===== config.mk =====
export PLATFORM = sky130hd
export DESIGN_NAME = grs_pipe
export DESIGN_NICKNAME = d
export VERILOG_FILES = /design/src/rtl/grs_pipe.sv
export SDC_FILE = /design/constraint.sdc
export NUM_CORES = 1
export LEC_CHECK = 0
export BUFFER_PORTS_ARGS = -buffer_cell sky130_fd_sc_hd__buf_2
export CAP_MARGIN = 5
export CORE_MARGIN = 1
export CORE_UTILIZATION = 54
export DETAILED_ROUTE_END_ITERATION = 10
export PLACE_DENSITY = 0.8
export SLEW_MARGIN = 25
export SYNTH_ARGS = -nofsm -noshare
export SYNTH_HDL_FRONTEND = slang
export SYNTH_SLANG_ARGS = --single-unit

===== constraint.sdc =====
create_clock -name CLK -period 2.4 [get_ports CLK]
set_clock_uncertainty 0.15 [all_clocks]
set_input_delay 0.12 -clock CLK [delete_from_list [all_inputs] [get_ports CLK]]
set_output_delay 0.12 -clock CLK [all_outputs]
set_load 0.02 [all_outputs]

===== src/rtl/grs_pipe.sv =====
// -----------------------------------------------------------------------------
// grs_pipe -- guard/round/sticky extraction stage for the FP multiplier
//
// Takes the tail of the mantissa product (bits below the unshifted result LSB),
// the product overflow flag and the exponent-adder MSB flag. It then produces
// registered guard, round and sticky bits for the rounding unit.
//
// Two pipeline stages sit behind a valid/ready handshake:
//   S1 registers the tail, lsb_in, Mul_MSB and the aligned Ez_add_MSB.
//   S2 selects the alignment and reduces the tail to G/R/S.
// Ez_add_MSB arrives EZ_LEAD advances ahead of its tail. It is realigned by an
// advance-gated delay line, so it stays matched to its beat across stalls.
//
// Parameters
//   TAIL_W     tail width, minimum 3
//   EZ_LEAD    number of advances by which Ez_add_MSB leads its tail (0 = none)
//
// Ports
//   CLK, RST                    clock, synchronous active-high reset
//   in_valid / in_ready         upstream handshake (in_ready is combinational
//                               from out_ready and out_valid)
//   tail, lsb_in, Mul_MSB       product tail, unshifted LSB, overflow flag
//   Ez_add_MSB                  exponent-adder MSB, EZ_LEAD advances early
//   out_valid / out_ready       downstream handshake
//   guard, round_bit, sticky    extracted rounding bits (registered)
//   shifted                     1 when the right-normalised alignment was used
//
// Optional build macro RNE_INC_EN adds:
//   lsb_hi     (in)   result LSB for the shifted alignment, aligned with tail
//   round_inc  (out)  round-to-nearest-even increment, registered with G/R/S
// -----------------------------------------------------------------------------
module grs_pipe #(
    parameter int TAIL_W  = 23,
    parameter int EZ_LEAD = 2
) (
    input  logic              CLK,
    input  logic              RST,
    input  logic              in_valid,
    output logic              in_ready,
    input  logic [TAIL_W-1:0] tail,
    input  logic              lsb_in,
    input  logic              Mul_MSB,
    input  logic              Ez_add_MSB,
`ifdef RNE_INC_EN
    input  logic              lsb_hi,
    output logic              round_inc,
`endif
    output logic              out_valid,
    input  logic              out_ready,
    output logic              guard,
    output logic              round_bit,
    output logic              sticky,
    output logic              shifted
);

    // The whole pipe moves as one: it advances when the output slot is empty
    // or is being drained this cycle. Otherwise every register holds.
    logic advance;
    assign advance  = ~out_valid | out_ready;
    assign in_ready = advance;

    // ---------------------------------------------------------------------
    // Ez_add_MSB alignment
    // ---------------------------------------------------------------------
    logic ez_d;

    generate
        if (EZ_LEAD == 0) begin : g_no_ez_line
            assign ez_d = Ez_add_MSB;
        end else begin : g_ez_line
            logic [EZ_LEAD-1:0] ez_line_reg;

            // The line shifts on every advance, bubbles included. This matches
            // the upstream cadence, where the flag is also clocked per advance.
            always_ff @(posedge CLK) begin
                if (RST) begin
                    ez_line_reg <= '0;
                end else if (advance) begin
                    for (int i = EZ_LEAD - 1; i > 0; i--) begin
                        ez_line_reg[i] <= ez_line_reg[i-1];
                    end
                    ez_line_reg[0] <= Ez_add_MSB;
                end
            end

            assign ez_d = ez_line_reg[EZ_LEAD-1];
        end
    endgenerate

    // ---------------------------------------------------------------------
    // Stage 1: capture
    // ---------------------------------------------------------------------
    logic              v1_reg;
    logic [TAIL_W-1:0] tail_s1_reg;
    logic              lsb_s1_reg;
    logic              mul_s1_reg;
    logic              ez_s1_reg;
`ifdef RNE_INC_EN
    logic              lsb_hi_s1_reg;
`endif

    always_ff @(posedge CLK) begin
        if (RST) begin
            v1_reg        <= 1'b0;
            tail_s1_reg   <= '0;
            lsb_s1_reg    <= 1'b0;
            mul_s1_reg    <= 1'b0;
            ez_s1_reg     <= 1'b0;
`ifdef RNE_INC_EN
            lsb_hi_s1_reg <= 1'b0;
`endif
        end else if (advance) begin
            v1_reg <= in_valid;
            // Data flops only load real beats. Bubbles leave them untouched,
            // which saves toggling in the wide tail register.
            if (in_valid) begin
                tail_s1_reg   <= tail;
                lsb_s1_reg    <= lsb_in;
                mul_s1_reg    <= Mul_MSB;
                ez_s1_reg     <= ez_d;
`ifdef RNE_INC_EN
                lsb_hi_s1_reg <= lsb_hi;
`endif
            end
        end
    end

    // ---------------------------------------------------------------------
    // Stage 2: alignment select and G/R/S reduction
    // ---------------------------------------------------------------------
    logic sel;
    logic guard_next;
    logic round_next;
    logic sticky_next;

    // On a 1-bit right normalise, the unshifted LSB becomes the guard bit and
    // every tail position moves one place further down.
    always_comb begin
        sel         = mul_s1_reg | ez_s1_reg;
        guard_next  = tail_s1_reg[TAIL_W-1];
        round_next  = tail_s1_reg[TAIL_W-2];
        sticky_next = |tail_s1_reg[TAIL_W-3:0];
        if (sel) begin
            guard_next  = lsb_s1_reg;
            round_next  = tail_s1_reg[TAIL_W-1];
            sticky_next = |tail_s1_reg[TAIL_W-2:0];
        end
    end

`ifdef RNE_INC_EN
    logic lsb_eff;
    logic round_inc_next;

    // Round half to even: increment above half, or at exactly half when the
    // kept LSB is odd.
    always_comb begin
        lsb_eff        = sel ? lsb_hi_s1_reg : lsb_s1_reg;
        round_inc_next = guard_next & (round_next | sticky_next | lsb_eff);
    end
`endif

    always_ff @(posedge CLK) begin
        if (RST) begin
            out_valid <= 1'b0;
            guard     <= 1'b0;
            round_bit <= 1'b0;
            sticky    <= 1'b0;
            shifted   <= 1'b0;
`ifdef RNE_INC_EN
            round_inc <= 1'b0;
`endif
        end else if (advance) begin
            out_valid <= v1_reg;
            guard     <= guard_next;
            round_bit <= round_next;
            sticky    <= sticky_next;
            shifted   <= sel;
`ifdef RNE_INC_EN
            round_inc <= round_inc_next;
`endif
        end
    end

endmodule


==> flow_metrics.tcl, run 1 <==
set metrics [dict create \
    largest_reg_flops 23 \
    synthTopCellsByCount "34 x dfxtp_1, 29 x a21oi_1, 26 x nand3_1" \
    start_util 0.592 \
    synth_top_area_frac 0.506 \
    fin_setup_tns_ns 0 \
    fin_crit_ns 1.78 \
    grt_overflow 0 \
    start_kind "flip-flop" \
    syn_area_per_cell_um2 8.26 \
    clkPwrFrac 0.331 \
    fin_crit_sh 0.740 \
    place.gp.congestion 0.750 \
    drt_iter0_markers 43 \
    slowest_stage "and2b_4" \
    met2_length_mm 1.70 \
    ant_nets 0 \
    setup_viol 0 \
    clk_pin_slew_ns 0.10 \
    p_per_area_nw_per_um2 641 \
    cts_made_buffers 5 \
    dieArea_um2 2700 \
    path_cells "and2b_4 -> inv_6 -> buf_2" \
    critPathTopFamily "simple AND/OR/NAND/NOR gates" \
    die_y_um 51.9 \
    p_leak_nw 0.750 \
    hp-class "in2reg" \
    swShare 0.246 \
    ys_seq_area_frac 0.506 \
    drv_cap 0 \
    dpl.cell_count 211 \
    met3WireLength_um 177 \
    intPower_w 0.000882 \
    synth_top_family_by_area "compound AO/OA/AOI/OAI gates" \
    yosys.area_share.simple 0.188 \
    tightestPinTransition_ns 0.583 \
    regArea_um2 681 \
    syn_to_final_growth_pct 35.5 \
    required_ns 2.13 \
    wirelength_mm 3.35 \
    syn_inst 163 \
    top_layer_used "met4" \
    synth_fa_ha_area_frac 0 \
    grt_pass1_vias 1288 \
    status "finished clean" \
    synth_compound_area_frac 0.244 \
    cts.sinks 34 \
    synth.most_common_cell "dfxtp_1" \
    synth_edf_count 0 \
    clk_latency_ns 0.33 \
    viasPerCell 5.58 \
    maxSlewViolCount 0 \
    cp_max_fo 37 \
    antenna_found_initial 0 \
    synth_xor_area_frac 0 \
    synth-seq-cells 34 \
    hold_viol_final 0 \
    synth-async-reset-ratio 0 \
    critPathBufInv 2 \
    ys_warn_count 0 \
    drive_gt1_frac 0.221 \
    htree_num_levels 2 \
    multi_input_area_um2 582 \
    power_frac_comb 0.143 \
    netlist_area_um2 1350 \
    wire_per_inst_um 13.7 \
    cts_resized 0 \
    grt_start_max_net_pins 38 \
    met1_length_mm 1.42 \
    fp.dieW_um 51.9 \
    synth_cell_type_count 24 \
    rsz0062_at_grt "false" \
    worstPathArrival_ns 1.51 \
    synth.area.mux_share 0 \
    num_antenna_cells 0 \
    slowest_delay_ns 0.42 \
    vias 1367 \
    relSlewSlack 0.611 \
    hpwl_mm 1.81 \
    pin_count 36 \
    netlist_top_cells_area "dfxtp_1 51%, a21oi_1 11%, nand3_1 9.7%" \
    cts_root_buffer "clkbuf_4" \
    peakVddDrop_mv 0.496 \
    stdcell_count 245 \
    seqPwrFrac 0.526 \
    portBuffers 35 \
    rows 17 \
    nets 246 \
    synthFlopType "dfxtp_1" \
    clockBufferDepth 2 \
    grt.total_usage 0.283 \
    cts_tree "yes" \
    syn_nets 193 \
    drc 0 \
    p_sw_w 0.000288 \
    design.core.area_um2 2280 \
    n_fill_cell 174 \
    yosysTopAreaCell "dfxtp_1" \
    timing.fmax_mhz 563 \
    grt_first_pass_wirelength_mm 5.51 \
    cp-end-kind "primary output" \
    dr.pass1.iters 4 \
    worstSetupPathType "reg2out" \
]
[timing repair]
| action | in CTS | in global routing |
|---|---|---|
| endpoints found under the hold margin | 26 | 0 |
| hold buffers | 26 | 0 |
| setup buffers | 0 | 0 |
[power groups by stage]
stage	clock network [W]	logic (W)	registers (W)
CTS	0.000394	0.000164	0.000615
global placement	0	0.000127	0.000626
finish	0.000387	0.000167	0.000615
global route	0.000422	0.000185	0.000619
detailed placement	0	0.000132	0.000628
floorplan	0	0.0000872	0.000630
[cells in the final DEF, fill, tap and decap left out, drive strengths merged]
cell / n
buf: 35
dfxtp: 34
a21oi: 29
o21ai: 29
nand3: 26
dlygate4sd3: 26
nand2: 8
clkbuf: 8
nor2: 7
or4: 3
a311oi: 2
inv: 2
nor4: 2
and2b: 1
nor3: 1
and3: 1
o21bai: 1
a31oi: 1
a211oi: 1
[final timing paths]
path,from,endpoint,slack (ns),depth (start not counted)
setup / recovery,out_valid$_SDFFE_PP0N_,in_ready,0.62,3
hold / removal,RST,out_valid$_SDFFE_PP0N_,0.11,2
setup reg to reg,out_valid$_SDFFE_PP0N_,tail_s1_reg[3]$_SDFFE_PP0P_,0.92,4
hold reg to reg,v1_reg$_SDFFE_PP0N_,v1_reg$_SDFFE_PP0N_,0.31,2
[per-stage QoR]
| step | utilization | cell area, um2 | total power (W) | setup slack (ns) | hold slack [ns] |
|---|---|---|---|---|---|
| after floorplan | - | 1350 | 0.000717 | 1.08 | 0.110 |
| after global placement | 0.653 | 1490 | 0.000753 | 1.02 | 0.216 |
| after detailed placement | 0.653 | 1490 | 0.000760 | 0.904 | 0.226 |
| after CTS | 0.802 | 1820 | 0.00117 | 0.622 | 0.100 |
| after global routing | 0.802 | 1820 | 0.00123 | 0.527 | 0.110 |
| final | 0.802 | 1820 | 0.00117 | 0.623 | 0.107 |
[kinds of logic (layout without fill, tap and decap cells)]
group / Yosys count / in the layout
AOI/OAI and AO/OA: 63 / 63
and+or+nand+nor: 49 / 49
buffers and inverters: 17 / 71
DFF: 34 / 34
[cell type report]
cell class / instances / share of cell area
clock buffers: 8 / 0.0432
inverters: 2 / 0.00686
multi-input cells: 112 / 0.319
flip-flops and latches: 34 / 0.373
well taps: 28 / 0.0192
repair buffers: 61 / 0.239
[routing by layer]
layer	vias up	track usage
met1	616	0.330
met5	-	0
met3	6	0.0877
li1	693	-
met2	52	0.479
met4	0	0.108
(Power assumes the default switching activity.)
==> inputs of run 2 (changes only) <==
Settings changed: CORE_UTILIZATION 54 to 50, PLACE_DENSITY 0.8 to 0.74.
Clock period 2.4 ns to 1.66 ns, I/O delays scaled along.
==> flow_metrics.tcl, run 2 (same netlist as run 1, synthesis figures left out) <==
set metrics [dict create \
    worstHoldPathCells 2 \
    power.total_w 0.00155 \
    p_per_area_nw_per_um2 858 \
    cts_made_buffers 5 \
    grt.total_usage 0.259 \
    cts.sinks 34 \
    place_ws_ns 0.248 \
    wire_per_inst_um 13.4 \
    htree_num_levels 2 \
    hold_ws_ns 0.0764 \
    timing.fmax_mhz 627 \
    portBuffers 35 \
    clockBufferDepth 2 \
    num_antenna_cells 0 \
    ant_nets 0 \
    cp_max_fo 37 \
    clk_pin_slew_ns 0.10 \
    maxSlewViolCount 0 \
    final_common_cell "buf_2" \
    fin_crit_ns 1.60 \
    worstSetupPathType "reg2out" \
    start_kind "flip-flop" \
    clk_latency_ns 0.33 \
    setup_viol 0 \
    grt_first_pass_wirelength_mm 5.17 \
    nets 248 \
    die_y_um 53.9 \
    rsz0062_at_grt "false" \
    wirelength_mm 3.33 \
    cp-startpoint "out_valid$_SDFFE_PP0N_" \
    drive_gt1_frac 0.211 \
    peakVddDrop_mv 0.727 \
    cts_root_buffer "clkbuf_4" \
    required_ns 1.43 \
    rows 18 \
    viasPerCell 5.41 \
    dr.pass1.iters 5 \
    setup_ws_ns 0.0639 \
    grt_pass1_vias 1210 \
    antenna_found_initial 0 \
    syn_to_final_growth_pct 34.3 \
    pin_count 36 \
    dieArea_um2 2900 \
    cts_tree "yes" \
    drt_iter0_markers 37 \
    start_util 0.539 \
    r2r_cells 3 \
    grt_start_max_net_pins 38 \
    fp.dieW_um 53.9 \
    vias 1342 \
    post-route-util 0.723 \
    hold_viol_final 0 \
    tightestPinTransition_ns 0.585 \
    relSlewSlack 0.610 \
    fin_setup_tns_ns 0 \
    place.gp.congestion 0.683 \
    status "finished clean" \
    largest_reg_flops 23 \
    drc 0 \
    fin_crit_sh 0.961 \
    final_cell_mix "35 x buf_2, 34 x dfxtp_1, 29 x a21oi_1, 26 x nand3_1, 26 x dlygate4sd3_1" \
    grt_overflow 0 \
    hp-class "in2reg" \
    worstPathArrival_ns 1.36 \
    p_leak_nw 0.742 \
    cp-end-kind "primary output" \
    design.core.area_um2 2500 \
    cts_setup_buffers 0 \
    drv_cap 0 \
    min-delay-start "RST" \
    r2r-start "tail_s1_reg[0]$_SDFFE_PP0P_" \
]
-- run 2: changes by cell type in the layout (fill, tap and decap cells not counted) --
| cell | delta |
|---|---|
| and2b_1 | +1 |
| buf_4 | +1 |
| clkbuf_1 | +2 |
| clkbuf_8 | -3 |
-- run 2: report_power, final --
group,leakage [nW],internal (W),total [W],switching (W)
Combinational,0.436,0.000124,0.000245,0.000121
Sequential,0.280,0.000864,0.000889,0.0000254
Clock,0.0254,0.000160,0.000417,0.000257
Total,0.742,0.00115,0.00155,0.000403
-- run 2: final timing paths --
| kind | slack (ns) | end |
|---|---|---|
| setup / recovery | 0.06 | in_ready |
| hold / removal | 0.08 | out_valid$_SDFFE_PP0N_ |
| setup reg to reg | 0.28 | sticky$_SDFFE_PP0N_ |
| hold reg to reg | 0.31 | g_ez_line.ez_line_reg[0]$_SDFFE_PP0N_ |
-- run 2: layout make-up --
cell class | instances | area (um2)
fill | 212 | 692
clock buffer | 7 | 45.0
multi-input combinational | 113 | 589
tap | 30 | 37.5
inverter | 2 | 12.5
sequential | 34 | 681
timing repair buffer | 62 | 443
-- run 2: per-stage QoR --
| step | area (um2) | std cells |
|---|---|---|
| final | 1810 | 248 |
| after global routing | 1810 | 248 |
| after CTS | 1810 | 248 |
| after detailed placement | 1500 | 214 |
| after global placement | 1500 | 214 |
| after floorplan | 1350 | 163 |
-- run 2: worst max-delay path, cell delays in order, from the launching register on --
cell     delay, ns
dfxtp_1       0.36
and2b_4       0.31
inv_6         0.16
buf_2         0.19
-- run 2: repair_timing --
action	CTS	global route
endpoints found under the hold margin	26	0
gates resized for setup	0	0
setup endpoints to repair	1	0
hold buffers	26	0
-- run 2: metal layers --
| metal | vias to the layer above | part of all wire | track usage |
|---|---|---|---|
| met5 | - | 0 | 0 |
| met4 | 0 | 0.018 | 0.154 |
| met3 | 7 | 0.044 | 0.0593 |
| met2 | 41 | 0.50 | 0.436 |
| met1 | 600 | 0.44 | 0.295 |
| li1 | 694 | - | - |
